`src/rtl/isa_pkg.sv`:
```
// Shared fetch/ISA definitions: datapath widths, fetch FSM states, control opcodes.
package isa_pkg;

    localparam int unsigned PC_W    = 10;
    localparam int unsigned INSTR_W = 8;
    localparam int unsigned OFF_W   = 8;
    localparam int unsigned CNT_W   = 16;

    typedef enum logic [1:0] {
        ST_IDLE  = 2'd0,
        ST_RUN   = 2'd1,
        ST_FLUSH = 2'd2,
        ST_HALT  = 2'd3
    } fetch_state_e;

    // Control-flow opcodes live at the top of the opcode space
    typedef enum logic [INSTR_W-1:0] {
        OP_BRF  = 8'hF1,
        OP_BRB  = 8'hF2,
        OP_HALT = 8'hFF
    } ctrl_op_e;

    function automatic logic [PC_W-1:0] pc_inc(input logic [PC_W-1:0] pc);
        return pc + PC_W'(1);
    endfunction

endpackage

```
`src/rtl/fetch_cycle_counter.sv`:
```
// Saturating count of active fetch cycles (RUN/FLUSH); present only when
// FETCH_CYCLE_COUNT_EN is defined.
`ifdef FETCH_CYCLE_COUNT_EN
module fetch_cycle_counter
    import isa_pkg::*;
(
    input  logic             clk_i,
    input  logic             reset_n_i,
    input  logic             clear_i,
    input  logic             inc_i,
    output logic [CNT_W-1:0] count_o
);

    logic [CNT_W-1:0] count_q, count_d;

    always_comb begin
        count_d = count_q;
        if (clear_i) begin
            count_d = '0;
        end else if (inc_i && (count_q != {CNT_W{1'b1}})) begin
            count_d = count_q + CNT_W'(1);
        end
    end

    always_ff @(posedge clk_i) begin
        if (!reset_n_i) begin
            count_q <= '0;
        end else begin
            count_q <= count_d;
        end
    end

    assign count_o = count_q;

endmodule
`endif

```
`src/rtl/fetch_unit.sv`:
```
// Instruction fetch: sequential ROM addressing with one-bubble taken branches and halt.
// FETCH_CYCLE_COUNT_EN adds the cycle_count_o port and counter.
module fetch_unit
    import isa_pkg::*;
(
    input  logic               clk_i,
    input  logic               reset_n_i,
    input  logic               start_i,
    input  logic [PC_W-1:0]    start_addr_i,
    output logic [PC_W-1:0]    imem_addr_o,
    input  logic [INSTR_W-1:0] imem_data_i,
    output logic [INSTR_W-1:0] instruction_o,
    output logic               instr_valid_o,
    output logic [PC_W-1:0]    instr_pc_o,
    input  logic               branchf_i,
    input  logic               branchb_i,
    input  logic [OFF_W-1:0]   branch_offset_i,
    input  logic               done_i,
    output logic               done_o
`ifdef FETCH_CYCLE_COUNT_EN
    ,
    output logic [CNT_W-1:0]   cycle_count_o
`endif
);

    fetch_state_e    state_q, state_d;
    logic [PC_W-1:0] imem_addr_q, imem_addr_d;
    logic [PC_W-1:0] instr_pc_q, instr_pc_d;
    logic            instr_valid_q, instr_valid_d;
    logic            done_q, done_d;

    logic            start_ok;
    logic            take_done;
    logic            take_br;
    logic [PC_W-1:0] br_target;

    // Decoder qualifiers only count against a live instruction; done beats branches
    assign start_ok  = start_i && ((state_q == ST_IDLE) || (state_q == ST_HALT));
    assign take_done = (state_q == ST_RUN) && instr_valid_q && done_i;
    assign take_br   = (state_q == ST_RUN) && instr_valid_q && !done_i && (branchf_i || branchb_i);
    assign br_target = branchf_i ? (instr_pc_q + PC_W'(branch_offset_i))
                                 : (instr_pc_q - PC_W'(branch_offset_i));

    always_ff @(posedge clk_i) begin
        if (!reset_n_i) begin
            state_q <= ST_IDLE;
        end else begin
            state_q <= state_d;
        end
    end

    always_comb begin
        state_d = state_q;
        case (state_q)
            ST_IDLE, ST_HALT: if (start_ok) state_d = ST_RUN;
            ST_RUN: begin
                if (take_done) begin
                    state_d = ST_HALT;
                end else if (take_br) begin
                    state_d = ST_FLUSH;
                end
            end
            ST_FLUSH: state_d = ST_RUN;
            default:  state_d = ST_IDLE;
        endcase
    end

    // FLUSH fetches target+1 while the target's data returns from the ROM
    always_comb begin
        imem_addr_d   = imem_addr_q;
        instr_pc_d    = instr_pc_q;
        instr_valid_d = 1'b0;
        done_d        = done_q;
        case (state_q)
            ST_IDLE, ST_HALT: begin
                if (start_ok) begin
                    imem_addr_d = start_addr_i;
                    done_d      = 1'b0;
                end
            end
            ST_RUN: begin
                if (take_done) begin
                    done_d = 1'b1;
                end else if (take_br) begin
                    imem_addr_d = br_target;
                end else begin
                    imem_addr_d   = pc_inc(imem_addr_q);
                    instr_pc_d    = imem_addr_q;
                    instr_valid_d = 1'b1;
                end
            end
            ST_FLUSH: begin
                imem_addr_d   = pc_inc(imem_addr_q);
                instr_pc_d    = imem_addr_q;
                instr_valid_d = 1'b1;
            end
            default: begin
                imem_addr_d = '0;
            end
        endcase
    end

    always_ff @(posedge clk_i) begin
        if (!reset_n_i) begin
            imem_addr_q   <= '0;
            instr_pc_q    <= '0;
            instr_valid_q <= 1'b0;
            done_q        <= 1'b0;
        end else begin
            imem_addr_q   <= imem_addr_d;
            instr_pc_q    <= instr_pc_d;
            instr_valid_q <= instr_valid_d;
            done_q        <= done_d;
        end
    end

    // ROM data arrives one cycle after its address, aligned with instr_pc_q
    assign instruction_o = instr_valid_q ? imem_data_i : '0;
    assign imem_addr_o   = imem_addr_q;
    assign instr_pc_o    = instr_pc_q;
    assign instr_valid_o = instr_valid_q;
    assign done_o        = done_q;

`ifdef FETCH_CYCLE_COUNT_EN
    logic cnt_inc;
    assign cnt_inc = (state_q == ST_RUN) || (state_q == ST_FLUSH);

    fetch_cycle_counter u_cycle_counter (
        .clk_i     (clk_i),
        .reset_n_i (reset_n_i),
        .clear_i   (start_ok),
        .inc_i     (cnt_inc),
        .count_o   (cycle_count_o)
    );
`endif

endmodule

```
`config.mk`:
```
export PLATFORM = sky130hd
export DESIGN_NAME = fetch_unit
export DESIGN_NICKNAME = d
export VERILOG_FILES = /design/src/rtl/isa_pkg.sv /design/src/rtl/fetch_cycle_counter.sv /design/src/rtl/fetch_unit.sv
export SDC_FILE = /design/constraint.sdc
export NUM_CORES = 1
export LEC_CHECK = 0
export ABC_AREA = 1
export CAP_MARGIN = 20
export CELL_PAD_IN_SITES_DETAIL_PLACEMENT = 2
export CELL_PAD_IN_SITES_GLOBAL_PLACEMENT = 2
export CORE_ASPECT_RATIO = 1.75
export CORE_MARGIN = 1.5
export CORE_UTILIZATION = 32
export DETAILED_ROUTE_END_ITERATION = 8
export DONT_BUFFER_PORTS = 1
export HOLD_SLACK_MARGIN = 0.08
export PLACE_DENSITY = 0.78
export SYNTH_ARGS = -nofsm -noshare
export SYNTH_HDL_FRONTEND = slang
export SYNTH_SLANG_ARGS = --single-unit
export TNS_END_PERCENT = 10
```
`constraint.sdc`:
```
create_clock -name clk_i -period 4 [get_ports clk_i]
set_clock_uncertainty 0.15 [all_clocks]
set_input_delay 1.2 -clock clk_i [delete_from_list [all_inputs] [get_ports clk_i]]
set_output_delay 1.2 -clock clk_i [all_outputs]
set_load 0.01 [all_outputs]
```
After elaboration in Yosys (flattened, before gate mapping)
Cells that the tools add are included.
{ "word_totals": {"ff_bits": 24, "latch_bits": 0, "mem_bits_rw": 0, "rom_bits": 0, "inputBits": 32, "word_cells": 51, "n_memories": 0} }
{ "op_classes": {"n_addsub": 3, "multipliers": 0, "div_mod_pow": 0, "magnitude_cmp": 0, "eq_ne": 8, "shift": 0, "mux": 19, "bitwise_logic": 0, "n_reduce_logical": 16} }
{ "op_table": {"columns": ["cell", "n"], "rows": [
  ["two-way mux 10 bit", 6],
  ["one-hot mux 10 bit (3 select lines)", 1],
  ["one-hot mux 10 bit (2 select lines)", 1],
  ["adder 10 x 1 -> 10 bit, second input constant", 1],
  ["adder 10 x 8 -> 10 bit", 1],
  ["subtractor 10 x 8 -> 10 bit", 1],
  ["two-way mux 8 bit", 1],
  ["!= test 2 bit, second input constant", 4],
  ["two-way mux 2 bit", 3],
  ["one-hot mux 2 bit (3 select lines)", 1],
  ["AND reduction 3 bit", 2],
  ["logical AND 1 bit", 5],
  ["equality test 2 bit, second input constant", 2],
  ["two-way mux 1 bit", 4],
  ["one-hot mux 1 bit (2 select lines)", 2],
  ["AND reduction 2 bit", 2],
  ["nonzero test 2 bit", 2],
  ["!= test 3 bit, second input constant", 1],
  ["equality test 2 x 1 -> 1 bit, second input constant", 1],
  ["zero test 2 bit", 1],
  ["logical OR 1 bit", 2],
  ["OR reduction 2 bit", 1],
  ["zero test 1 bit", 1]
]} }

Logic depth before layout (Yosys ltp)
{ "depth": {"word_depth": 7, "ltp_mapped": 20, "mapped_depth_nobuf": 20} }

Worst setup path after synthesis
OpenSTA, ideal clock, no wires.
{ "synth_timing": {"path_type": "input port to flip-flop", "start": "in branch_offset_i[0]", "end": "reg imem_addr_q[9], in the netlist imem_addr_o[9]", "setup_time_ns": 0.132, "t_arrival_ns": 2.948, "required_ns": 3.718, "setup_slack_ns": 0.770, "cell_stages": 19, "cell_sequence": "inv_1 ha_1 inv_1 nor2_1 a21o_1 o21ai_0 xor2_1 ha_1 nand2_1 nor2_1 nand3_1 nand3_1 inv_1 nand2_1 nand3_1 nand2_1 nand2_1 nand2_1 a21oi_1"} }
{ "synth_between": {"elab_chain_len": 5} }
{ "synth_lines": {"columns": ["element", "line", "source"], "rows": [
  ["start: declaration", "fetch_unit.sv:17", "input logic [OFF_W-1:0] branch_offset_i,"],
  ["subtractor 10 x 8 -> 10 bit or adder 10 x 8 -> 10 bit (tied branches)", "fetch_unit.sv:42, fetch_unit.sv:41", null],
  ["two-way mux 10 bit (*)", "fetch_unit.sv:41", "assign br_target = branchf_i ? (instr_pc_q + PC_W'(branch_offset_i))"],
  ["two-way mux 10 bit (*)", "fetch_unit.sv:84", "end else if (take_br) begin"],
  ["two-way mux 10 bit (*)", "fetch_unit.sv:82", "if (take_done) begin"],
  ["one-hot mux 10 bit (3 select lines) (*)", "fetch_unit.sv:74", "case (state_q)"],
  ["end signal: assignment", "fetch_unit.sv:110", "imem_addr_q <= imem_addr_d;"],
  ["end: declaration", "fetch_unit.sv:27", "logic [PC_W-1:0] imem_addr_q, imem_addr_d;"]
]} }
Mark *: on every way between the ends. The rest lies on a longest branch, timed or not. The select of a mux whose other input is x is not followed.
A chain may end at the register's enable or synchronous reset.

Worst setup path after layout
Same ends and word-level chain as after synthesis.

==> metrics.md <==
| Metric | Value |
|---|---|
| Outcome | complete, no violations |
| Placer Congestion | approximately 0.88 |
| Final setup viols | 0 |
| Leakage power | about 1.1 nW |
| RSZ-0062 raised after global routing | false |
| Initial DRT Pass Iterations | 3 |
| Fin. max-slew vios | 0 |
| CP dominant cell by count | nand2_1 |
| Crit-path cells | inv_1 > ha_1 > inv_1 > nor2_1 > a21o_1 > o21ai_0 > xor2_1 > ha_1 > nand2_1 > nor2_1 > nand3_1 > nand3_1 > inv_1 > nand2_1 > nand3_1 > nand2_1 > nand2_1 > nand2_1 > a21oi_1 |
| Core Area | 6590 um^2 |
| CTS clk-pin slew, worst paths | roughly 60 ps |
| PortBufs | 0 |
| Worst Tran Pin Value | 490 ps |
| CTS hold repair buffers | 0 |
| Startpoint types | input port |
| Non-Filler Instances | around 440 |
| I/O pin total | 62 |
| Number of clock sinks | 24 |
| Post-route minimum period | approximately 3400 ps |
| Final hold vios | 0 |
| Post-CTS Setup Bufs | 0 |
| Hold_ws | between 300 and 400 ps |
| EDFF count, synth | 0 |
| Half-perimeter wire length after placement | 6.25 mm |
| Vias in the first global route | between 2k and 3k |
| Commonest non-fill, non-tap cell in the layout | nand2_1 |
| Detailed-route via count | approximately 2.3k |
| Die ar. | between 7000 and 8000 um^2 |
| Die Ht | between 100 and 150 um |
| Avg Synthesized Cell Area | 6.06 um^2 |
| Detail Route Antenna Nets | 0 |
| Initial antenna violation count | 0 |
| DR WL/cell | approximately 18 um |
| Critical path fanouts, max | 5 |
| First-pass GRT wire length | between 10 and 15 mm |
| H-Tree Depth | 1 |
| Crit end category | flop |
| Area leader, netlist | dfxtp_1 |
| Setup TNS | 0 ps |
| Yosys reg bits | 24 |
| Placed cell count | between 400 and 500 |
| Largest net degree at the start of global routing | 20 |
| Power per cell area | a little over 700 nW/um^2 |
| Share of cells above drive strength 1 | 0.0616 |
| Critical path data required time | between 3000 and 4000 ps |
| P_sw | a little under 0.0009 W |
| Fraction of registers with async set/reset | 0 |
| Max-slew headroom | 0.673 |
| Most frequent cells in the layout | nand2_1 (92), inv_1 (48), nor2_1 (45) |
| Worst path slowest cell | ha_1 |
| Row cnt | 39 |
| Area growth from synthesis to layout | 6.22% |
| Cell family contributing the most delay on the critical path | simple AND/OR/NAND/NOR gates |
| Fmax | just under 300 MHz |
| Grt total ovfl | 0 |
| Post-cts sizing count | 0 |
| Net Count, Synth | 409 |
| Buffers & Inverters on Critical Path | 3 |
| Sw frac | 0.522 |
| Post-synthesis cell type count | 38 |
| Max incr delay on CP | around 370 ps |
| Crit path DAT | 3350 ps |
| Worst VDD drop | roughly 0.00031 V |
| Width of the die | 65.6 um |
| Synth warnings | 0 |
| Initial core utilization | 0.333 |
| Critical path class | in -> reg |
| Diodes inserted | 0 |
| HP Class | reg -> reg |
| Overall Global Routing Usage | 0.221 |
| Maxcap violations | 0 |
| DR DRC count | 0 |
| DRT iter0 DRCs | 27 |
| Clk buf depth | 2 |
| # fillers | about 870 |
| Power Total | ~0.0017 W |
| Sequential cell area fraction in the yosys report | 0.219 |
| Largest cells by area after synthesis | dfxtp_1 (22%), nand2_1 (16%), inv_1 (8.2%), ha_1 (8.0%), nor2_1 (7.7%) |
| CTS tree | yes |
| Comb pwr share | 0.542 |
| Nets@finish | 405 |
| Flop pwr share | 0.311 |
| Post-Route WL | just under 8 mm |
| Share of the synthesized area in the top cell type | 0.219 |
| Crit share post-route | 0.844 |
| Int Power | slightly below 0.0008 W |
| Vias per cell | around 5.3 |
| Synth Cell Area | around 2200 um^2 |
| Clock Tree Root | clkbuf_16 |
| Synth Instances | around 360 |
| Clk pwr share | 0.147 |
| TritonCTS Buffers | 3 |
| Clk_lat worst skew | approximately 260 ps |
| Primary FF master, synth | dfxtp_1 |
-- power groups by stage --
stage | clock [W] | combinational (W) | sequential, W
floorplan | 0 | 0.000702 | 0.000466
global placement | 0 | 0.000855 | 0.000523
detailed placement | 0 | 0.000900 | 0.000526
CTS | 0.000251 | 0.000917 | 0.000522
global route | 0.000258 | 0.00103 | 0.000538
finish | 0.000245 | 0.000901 | 0.000517
-- kinds of logic after synthesis --
logic type | share of synthesized area
compound gates | 0.185
simple gates | 0.339
xor+xnor | 0.0439
buf+inv | 0.123
fa+ha+maj | 0.0890
flops | 0.219
-- synth_stat cells (all sizes together), types with 2 or more instances --
cell / instances
a211oi: 2
a21oi: 33
a31oi: 2
buf: 6
clkbuf: 4
clkinv: 2
dfxtp: 24
ha: 14
inv: 52
nand2: 95
nand3: 24
nand4: 4
nor2: 46
nor3: 3
o21ai: 27
o21bai: 3
o31ai: 2
or2: 3
xor2: 10
-- path summary, 6_finish.rpt --
kind | startpoint | endpoint | slack, ps | cells after the start
min | state_q[0] | state_q[0] | 350 | 2
min reg2reg | state_q[0] | state_q[0] | 350 | 2
max | branch_offset_i[0] | imem_addr_o[9] | 630 | 19
max reg2reg | instr_pc_o[0] | imem_addr_o[8] | 1560 | 12
-- metal layers --
metal	vias up	share of wire	track usage
li1	1154	-	-
met3	11	0.021	0.0220
met4	0	0.021	0.0708
met2	38	0.58	0.448
met1	1144	0.37	0.222
met5	-	0	0
-- cell type report --
class | instances | area, um^2 | share of cell area
Clock buffer | 4 | 88.8 | 0.0381
Inverter | 54 | 208 | 0.0892
Multi-Input combinational cell | 274 | 1440 | 0.619
Sequential cell | 24 | 480 | 0.206
Tap cell | 82 | 103 | 0.0440
Timing Repair Buffer | 1 | 7.51 | 0.00322
-- worst reg2reg max path: cells and delay by family, from the launching register on --
| kind | cells | cell delay, ps |
|---|---|---|
| AOI/OAI and AO/OA | 3 | 450 |
| adders and majority gates | 2 | 680 |
| buffers and inverters | 2 | 180 |
| DFF | 1 | 440 |
| and+or+nand+nor | 5 | 470 |
-- state kept, by name (all words and copies together), names as in the netlist --
register       count
imem_addr_o       10
instr_valid_o      1
done_o             1
state_q            2
instr_pc_o        10
-- stage by stage --
step	utilization	instance area, um^2	setup slack [ps]
after floorplan	-	2190	770
after global placement	0.340	2240	362
after detailed placement	0.340	2240	334
after CTS	0.354	2330	588
after global routing	0.354	2330	359
final	0.354	2330	626
No activity file was read; power rests on OpenSTA's default activity.
